**src/rtl/pr_arb_enc.sv**
```systemverilog
// Registered N-way priority encoder / arbiter: fixed (highest index wins) or
// round-robin priority, with the grant held under a valid/ack handshake.
module pr_arb_enc #(
  parameter  int N = 8,
  localparam int W = $clog2(N)
) (
  input  logic         clk,
  input  logic         rst_n,
  input  logic [N-1:0] in,
  input  logic         mode,
  input  logic         ack,
  output logic [W-1:0] out,
  output logic         valid,
  output logic         idle
);

  typedef enum logic {IDLE, GRANT} state_t;

  state_t       state;
  logic [W-1:0] last;
  logic [W-1:0] base;
  logic [W-1:0] win;

  // Descending wrapped search starting just below base; the loop runs from the
  // lowest-priority candidate up so the last hit assigned is the winner.
  function automatic logic [W-1:0] pick(input logic [N-1:0] req, input logic [W-1:0] b);
    logic [W-1:0] r;
    logic [W-1:0] idx;
    r = '0;
    for (int i = N; i >= 1; i--) begin
      idx = W'((int'(b) + N - i) % N);
      if (req[idx]) r = idx;
    end
    return r;
  endfunction

  // An accepted grant feeds its index straight in as the new base, so a
  // back-to-back arbitration already sees the updated pointer.
  always_comb begin
    base = '0;
    if (mode) base = (state == GRANT && ack) ? out : last;
    win = pick(in, base);
  end

  always_ff @(posedge clk) begin
    if (!rst_n) begin
      state <= IDLE;
      out   <= '0;
      valid <= 1'b0;
      idle  <= 1'b1;
      last  <= '0;
    end else begin
      case (state)
        IDLE: begin
          if (in != '0) begin
            out   <= win;
            valid <= 1'b1;
            idle  <= 1'b0;
            state <= GRANT;
          end
        end
        GRANT: begin
          if (ack) begin
            last <= out;
            if (in != '0) begin
              out <= win;
            end else begin
              valid <= 1'b0;
              idle  <= 1'b1;
              state <= IDLE;
            end
          end
        end
        default: state <= IDLE;
      endcase
    end
  end

endmodule

```
**config.mk**
```make
export PLATFORM = sky130hd
export DESIGN_NAME = pr_arb_enc
export DESIGN_NICKNAME = d
export VERILOG_FILES = /design/src/rtl/pr_arb_enc.sv
export SDC_FILE = /design/constraint.sdc
export NUM_CORES = 1
export LEC_CHECK = 0
export CAP_MARGIN = 10
export CORE_MARGIN = 10
export CORE_UTILIZATION = 55
export CTS_CLUSTER_DIAMETER = 100
export DETAILED_ROUTE_END_ITERATION = 12
export GPL_TIMING_DRIVEN = 0
export HOLD_SLACK_MARGIN = 0.15
export PLACE_DENSITY = 0.79
export SETUP_SLACK_MARGIN = 0.3
export SYNTH_ARGS = -nofsm -noshare
export SYNTH_HDL_FRONTEND = slang
export SYNTH_SLANG_ARGS = --single-unit
```
**constraint.sdc**
```tcl
create_clock -name clk -period 4.74 [get_ports clk]
set_clock_uncertainty 0.2 [all_clocks]
set_input_delay 0.474 -clock clk [delete_from_list [all_inputs] [get_ports clk]]
set_output_delay 0.474 -clock clk [all_outputs]
set_load 0.1 [all_outputs]
```
### Word level (Yosys, flattened, before mapping)

Index checks and enable logic that the tools add are counted.

| cells by class | value |
|---|---|
| bitwise operators | 1 |
| mux-type cells | 40 |
| equality and inequality tests | 3 |
| div/mod/pow operators | 0 |
| magnitude comparators | 8 |
| reduce and logical (&&, ||, !) cells | 4 |
| $add $sub $neg | 9 |
| multiply operators | 0 |
| shift operators | 0 |

Operators with widths:

| operator | count |
|---|---|
| $mux 3 | 12 |
| $lt 3x4->1 const B | 8 |
| $bmux 1 s3 | 8 |
| $mux 1 | 16 |
| $sub 3x3->3 const B | 4 |
| $sub 3x1->3 const B | 3 |
| $reduce_bool 8->1 | 1 |
| $ne 2x2->1 const B | 3 |
| $pmux 1 s2 | 3 |
| $pmux 3 s2 | 1 |
| $add 3x1->3 const B | 1 |
| $reduce_and 3->1 | 1 |
| $sub 3x2->3 const B | 1 |
| $reduce_and 2->1 | 1 |
| $logic_and 1x1->1 | 1 |
| $not 1->1 | 1 |

| storage, ports and cells | value |
|---|---|
| output and inout bits | 5 |
| input bits | 12 |
| memory bits (writable) | 0 |
| bits in latches | 0 |
| memories kept | 0 |
| word-level logic and storage cells | 70 |
| flip-flop bits (word level) | 9 |
| ROM bits | 0 |

### Longest topological paths before layout

| logic depth | value |
|---|---|
| depth in word-level cells | 18 |
| gate-level depth with buffers | 14 |
| depth with buffers taken out | 12 |

### Worst setup path before layout

Ideal clock, no wire load.

| timing | value |
|---|---|
| path type | reg-to-reg |
| start | reg out[1] |
| end | reg out[1] |
| cell stages (with the launch flop) | 12 |
| data required time | 4.444 ns |
| clock period less this slack | 3.770 ns |
| path buffers | 1 |
| data arrival time | 3.474 ns |
| library setup time | 0.096 ns |
| path slack | 0.970 ns |
| cell sequence | dfxtp_1 nand3_1 a21boi_2 inv_2 ha_1 clkbuf_1 xnor2_1 mux4_2 a21boi_1 and3b_1 a2111oi_2 nor4b_1 |

| between the ends | value |
|---|---|
| cells in the longest elaborated chain, start to end | 17 |
| elaborated cells on any way between the ends | 38 |
| those cells by class | 9 x add/sub; 29 x mux |

RTL lines:

| element | line | text |
|---|---|---|
| from (decl) | 12 | `output logic [W-1:0] out,` |
| from (signal assigned) | 56 | `out <= win;` |
| from (signal assigned) | 66 | `out <= win;` |
| $mux 3 (2 in a row) | 41 | `if (mode) base = (state == GRANT && ack) ? out : last;` |
| $add 3x1->3 | 31 | `idx = W'((int'(b) + N - i) % N);` |
| $sub 3x1->3 | 31 |  |
| $bmux 1 s3 | 32 | `if (req[idx]) r = idx;` |
| $mux 1 (implied by the code) | 32 |  |
| $mux 3 (8 in a row) | 32 |  |
| $mux 3 (*) | 55, 65 |  |
| $mux 3 | 63 | `if (ack) begin` |
| $pmux 3 s2 (*) | 53 | `case (state)` |

Mark *: on every way between the ends. The rest lies on a longest branch, timed or not. The select of a mux whose other input is x is not followed.
A chain may end at the register's enable or synchronous reset.

### Worst setup path after layout

| timing | value |
|---|---|
| start | in ack |
| end | reg out[1] |

| between the ends | value |
|---|---|
| cells in the longest elaborated chain, start to end | 18 |
| elaborated cells on any way between the ends | 40 |
| those cells by class | 9 x add/sub; 1 x eq/ne; 29 x mux; 1 x reduce/logical |

RTL lines:

| element | line | text |
|---|---|---|
| from (decl) | 11 | `input logic ack,` |
| $logic_and 1x1->1 | 41 |  |
| $mux 3 (2 in a row) | 41 |  |
| $add 3x1->3 | 31 |  |
| $sub 3x1->3 | 31 |  |
| $bmux 1 s3 | 32 |  |
| $mux 1 (implied by the code) | 32 |  |
| $mux 3 (8 in a row) | 32 |  |
| $mux 3 | 55, 65 |  |
| $mux 3 | 63 |  |
| $pmux 3 s2 | 53 |  |

Parallel ways exist; a longest one is shown, timed or not. The select of a mux whose other input is x is not followed.

==> out/metrics.yaml <==
worst_setup_path:
  crit_type: "primary input to flip-flop"
  path_cells: "clkdlybuf4s50_1, buf_2, nand3_1, a21boi_2, inv_2, ha_1, clkbuf_1, o311ai_0, a22oi_1, a21boi_1, and3b_1, a2111oi_2, nor4b_1"
  cp_data_required_time_ns: 4.67
  cp-start-kind: "primary input"
  slowest_delay_ns: 0.63
  path_max_fanout: 10
  slowest_stage: "o311ai_0"
  arrival_ns: 4.06
  end_kind: "flip-flop"
clocking:
  cts-root-buf: "clkbuf_4"
  numCtsBuffers: 3
  postCtsSetupBuffers: 0
  cts_htree_levels: 1
  cts_tree: "yes"
  cts_num_sinks: 9
  cts_hold_buf: 0
  clk_latency_ns: 0.26
  cts_buffer_depth: 2
  cts_resized: 0
  clk_pin_slew_ns: 0.07
sta:
  fin_crit_ns: 4.13
  tightest_slew_ns: 0.972
  setup_tns_ns: 0
  holdWs_ns: 0.276
  setup_viol_count_final: 0
  fmaxAchievable_mhz: 242
  slew_headroom_pct: 35.0
  finalMaxSlewViolations: 0
  rsz0062_at_grt: "no"
  min_period_over_period_pct: 87.2
  hold_violations: 0
layout:
  antenna_cells: 0
  syn2layout_area_growth_pct: 15.6
  finish.utilization_pct: 68.6
  mostFrequentLayoutCell: "nand2_1"
  layout_common_cells: "24 x nand2_1, 14 x mux2i_1, 14 x clkdlybuf4s50_1"
  nNetsFinal: 200
  drive_above_1_share_pct: 13.4
power:
  power.switching_mw: 0.188
  power.density_nw_per_um2: 257
  vdd_ir_drop_max_mv: 0.184
  pwr-share-clk_pct: 15.2
  switching_share_pct: 47.4
  combinationalPowerShare_pct: 60.7
  internal_power_mw: 0.209
  leakagePower_nw: 0.553
  seq_power_share_pct: 24.1
synth:
  ys_types: 56
  async_flop_share_pct: 0
  syn_area_per_cell_um2: 7.96
  seq_area_frac_synth_pct: 13.5
  synth-edff-count: 0
  yosysTopAreaCell: "dfxtp_1"
  synth_top_area_share_pct: 13.5
  ys_warn_count: 0
  synth.net_count: 181
  ys_top_cells_by_area: "dfxtp_1 13%, mux2i_1 10%, nand2_1 6.7%"
  syn_area_um2: 1340
  synth_flop_cell: "dfxtp_1"
  syn_inst: 168
  ys_seq_elements: 9
global_routing:
  grt_max_degree: 11
  antenna_found_initial: 0
  grt_usage_pct: 15.2
  first_global_vias: 1373
  grt-ovfl-total: 0
  grt_pass1_wl_um: 6400
drt:
  avgRoutedWirePerCell_um: 18.4
  first_pass_iters: 4
  drt-total-wl_um: 3940
  via_count: 1447
  viasPerCell: 6.76
  drc: 0
  drt_iter0_drc: 130
  drtAntennaViolNets: 0
floorplanning:
  core_area_um2: 2250
  io_pins: 17
  die_w_um: 69.3
  die_area_um2: 4800
  die_h_um: 69.3
  start_util_pct: 59.3
  row_count: 17
outcome:
  status: "finished clean"
worst_hold_path:
  hold_path_class: "flip-flop to flip-flop"
placed_design:
  dp_hpwl_um: 3120
  place.gp.congestion: 0.923
  port_buffers: 14
flow_run:
  maxCapViolations: 0
-- layout make-up --
| cell class | count | area (um2) |
|---|---|---|
| Sequential cell | 9 | 180 |
| Multi-Input combinational cell | 147 | 1110 |
| Timing Repair Buffer | 14 | 140 |
| Inverter | 6 | 25.0 |
| Tap cell | 28 | 35.0 |
| Buffer | 6 | 33.8 |
| Clock buffer | 4 | 26.3 |
| Fill cell | 204 | 708 |
-- Yosys cell counts (all sizes together) (4+ instances only) --
cell type / instances
xnor2: 6
inv: 6
buf: 4
dfxtp: 9
o22ai: 12
mux2: 4
o21a: 6
nand2: 24
o21ai: 8
nor2: 9
o221ai: 4
nor2b: 5
a21boi: 5
mux2i: 17
-- final timing paths --
kind | from | endpoint | slack (ns) | cells past startpoint
setup reg to reg | state | out[1] | 0.96 | 12
hold / removal | valid | valid | 0.28 | 2
setup / recovery | ack | out[1] | 0.61 | 13
hold reg to reg | valid | valid | 0.28 | 2
-- routing by layer --
metal  GRT usage [%]  up-vias  wire length [um]
met5               0        -                 0
met4            4.88        0                93
met3            1.85       10               227
met2            27.3       55              1950
met1            18.0      693              1670
li1                -      689                 -
-- critical path: cells and delay by family --
| kind | cells | cell delay [ns] |
|---|---|---|
| and+or+nand+nor | 3 | 0.51 |
| AOI/OAI and AO/OA | 5 | 1.81 |
| adders and majority gates | 1 | 0.20 |
| buffers and inverters | 4 | 1.06 |
-- logic make-up after synthesis --
kind of cell,Yosys count,share of synthesized area [%]
AND/OR/NAND/NOR,60,22.6
AO/OA/AOI/OAI,55,31.3
multiplexers,24,22.6
buffers and inverters,12,4.40
flip-flops,9,13.5
XOR/XNOR,7,4.58
adder cells (fa/ha/maj),1,0.935
-- metrics by stage --
stage | instances | power, mW | instance area [um2] | worst slack, ns
2_1_floorplan | 168 | 0.276 | 1340 | 0.970
3_3_place_gp | 210 | 0.325 | 1510 | 0.390
3_5_place_dp | 210 | 0.333 | 1510 | 0.299
4_1_cts | 214 | 0.392 | 1540 | 0.548
5_1_grt | 214 | 0.419 | 1550 | 0.361
6_report | 214 | 0.397 | 1550 | 0.607
-- flip-flops by register name, summed over array words and instances, names as in the netlist --
name	cells
idle	1
last	3
valid	1
state	1
out	3
-- power groups by stage --
stage               clock network [mW]  registers, mW  logic [mW]
floorplan                            0          0.138       0.138
global placement                     0         0.0964       0.228
detailed placement                   0         0.0971       0.236
CTS                             0.0603         0.0954       0.237
global route                    0.0649         0.0969       0.258
finish                          0.0602         0.0956       0.241
Power figures use the tool's default switching activity.
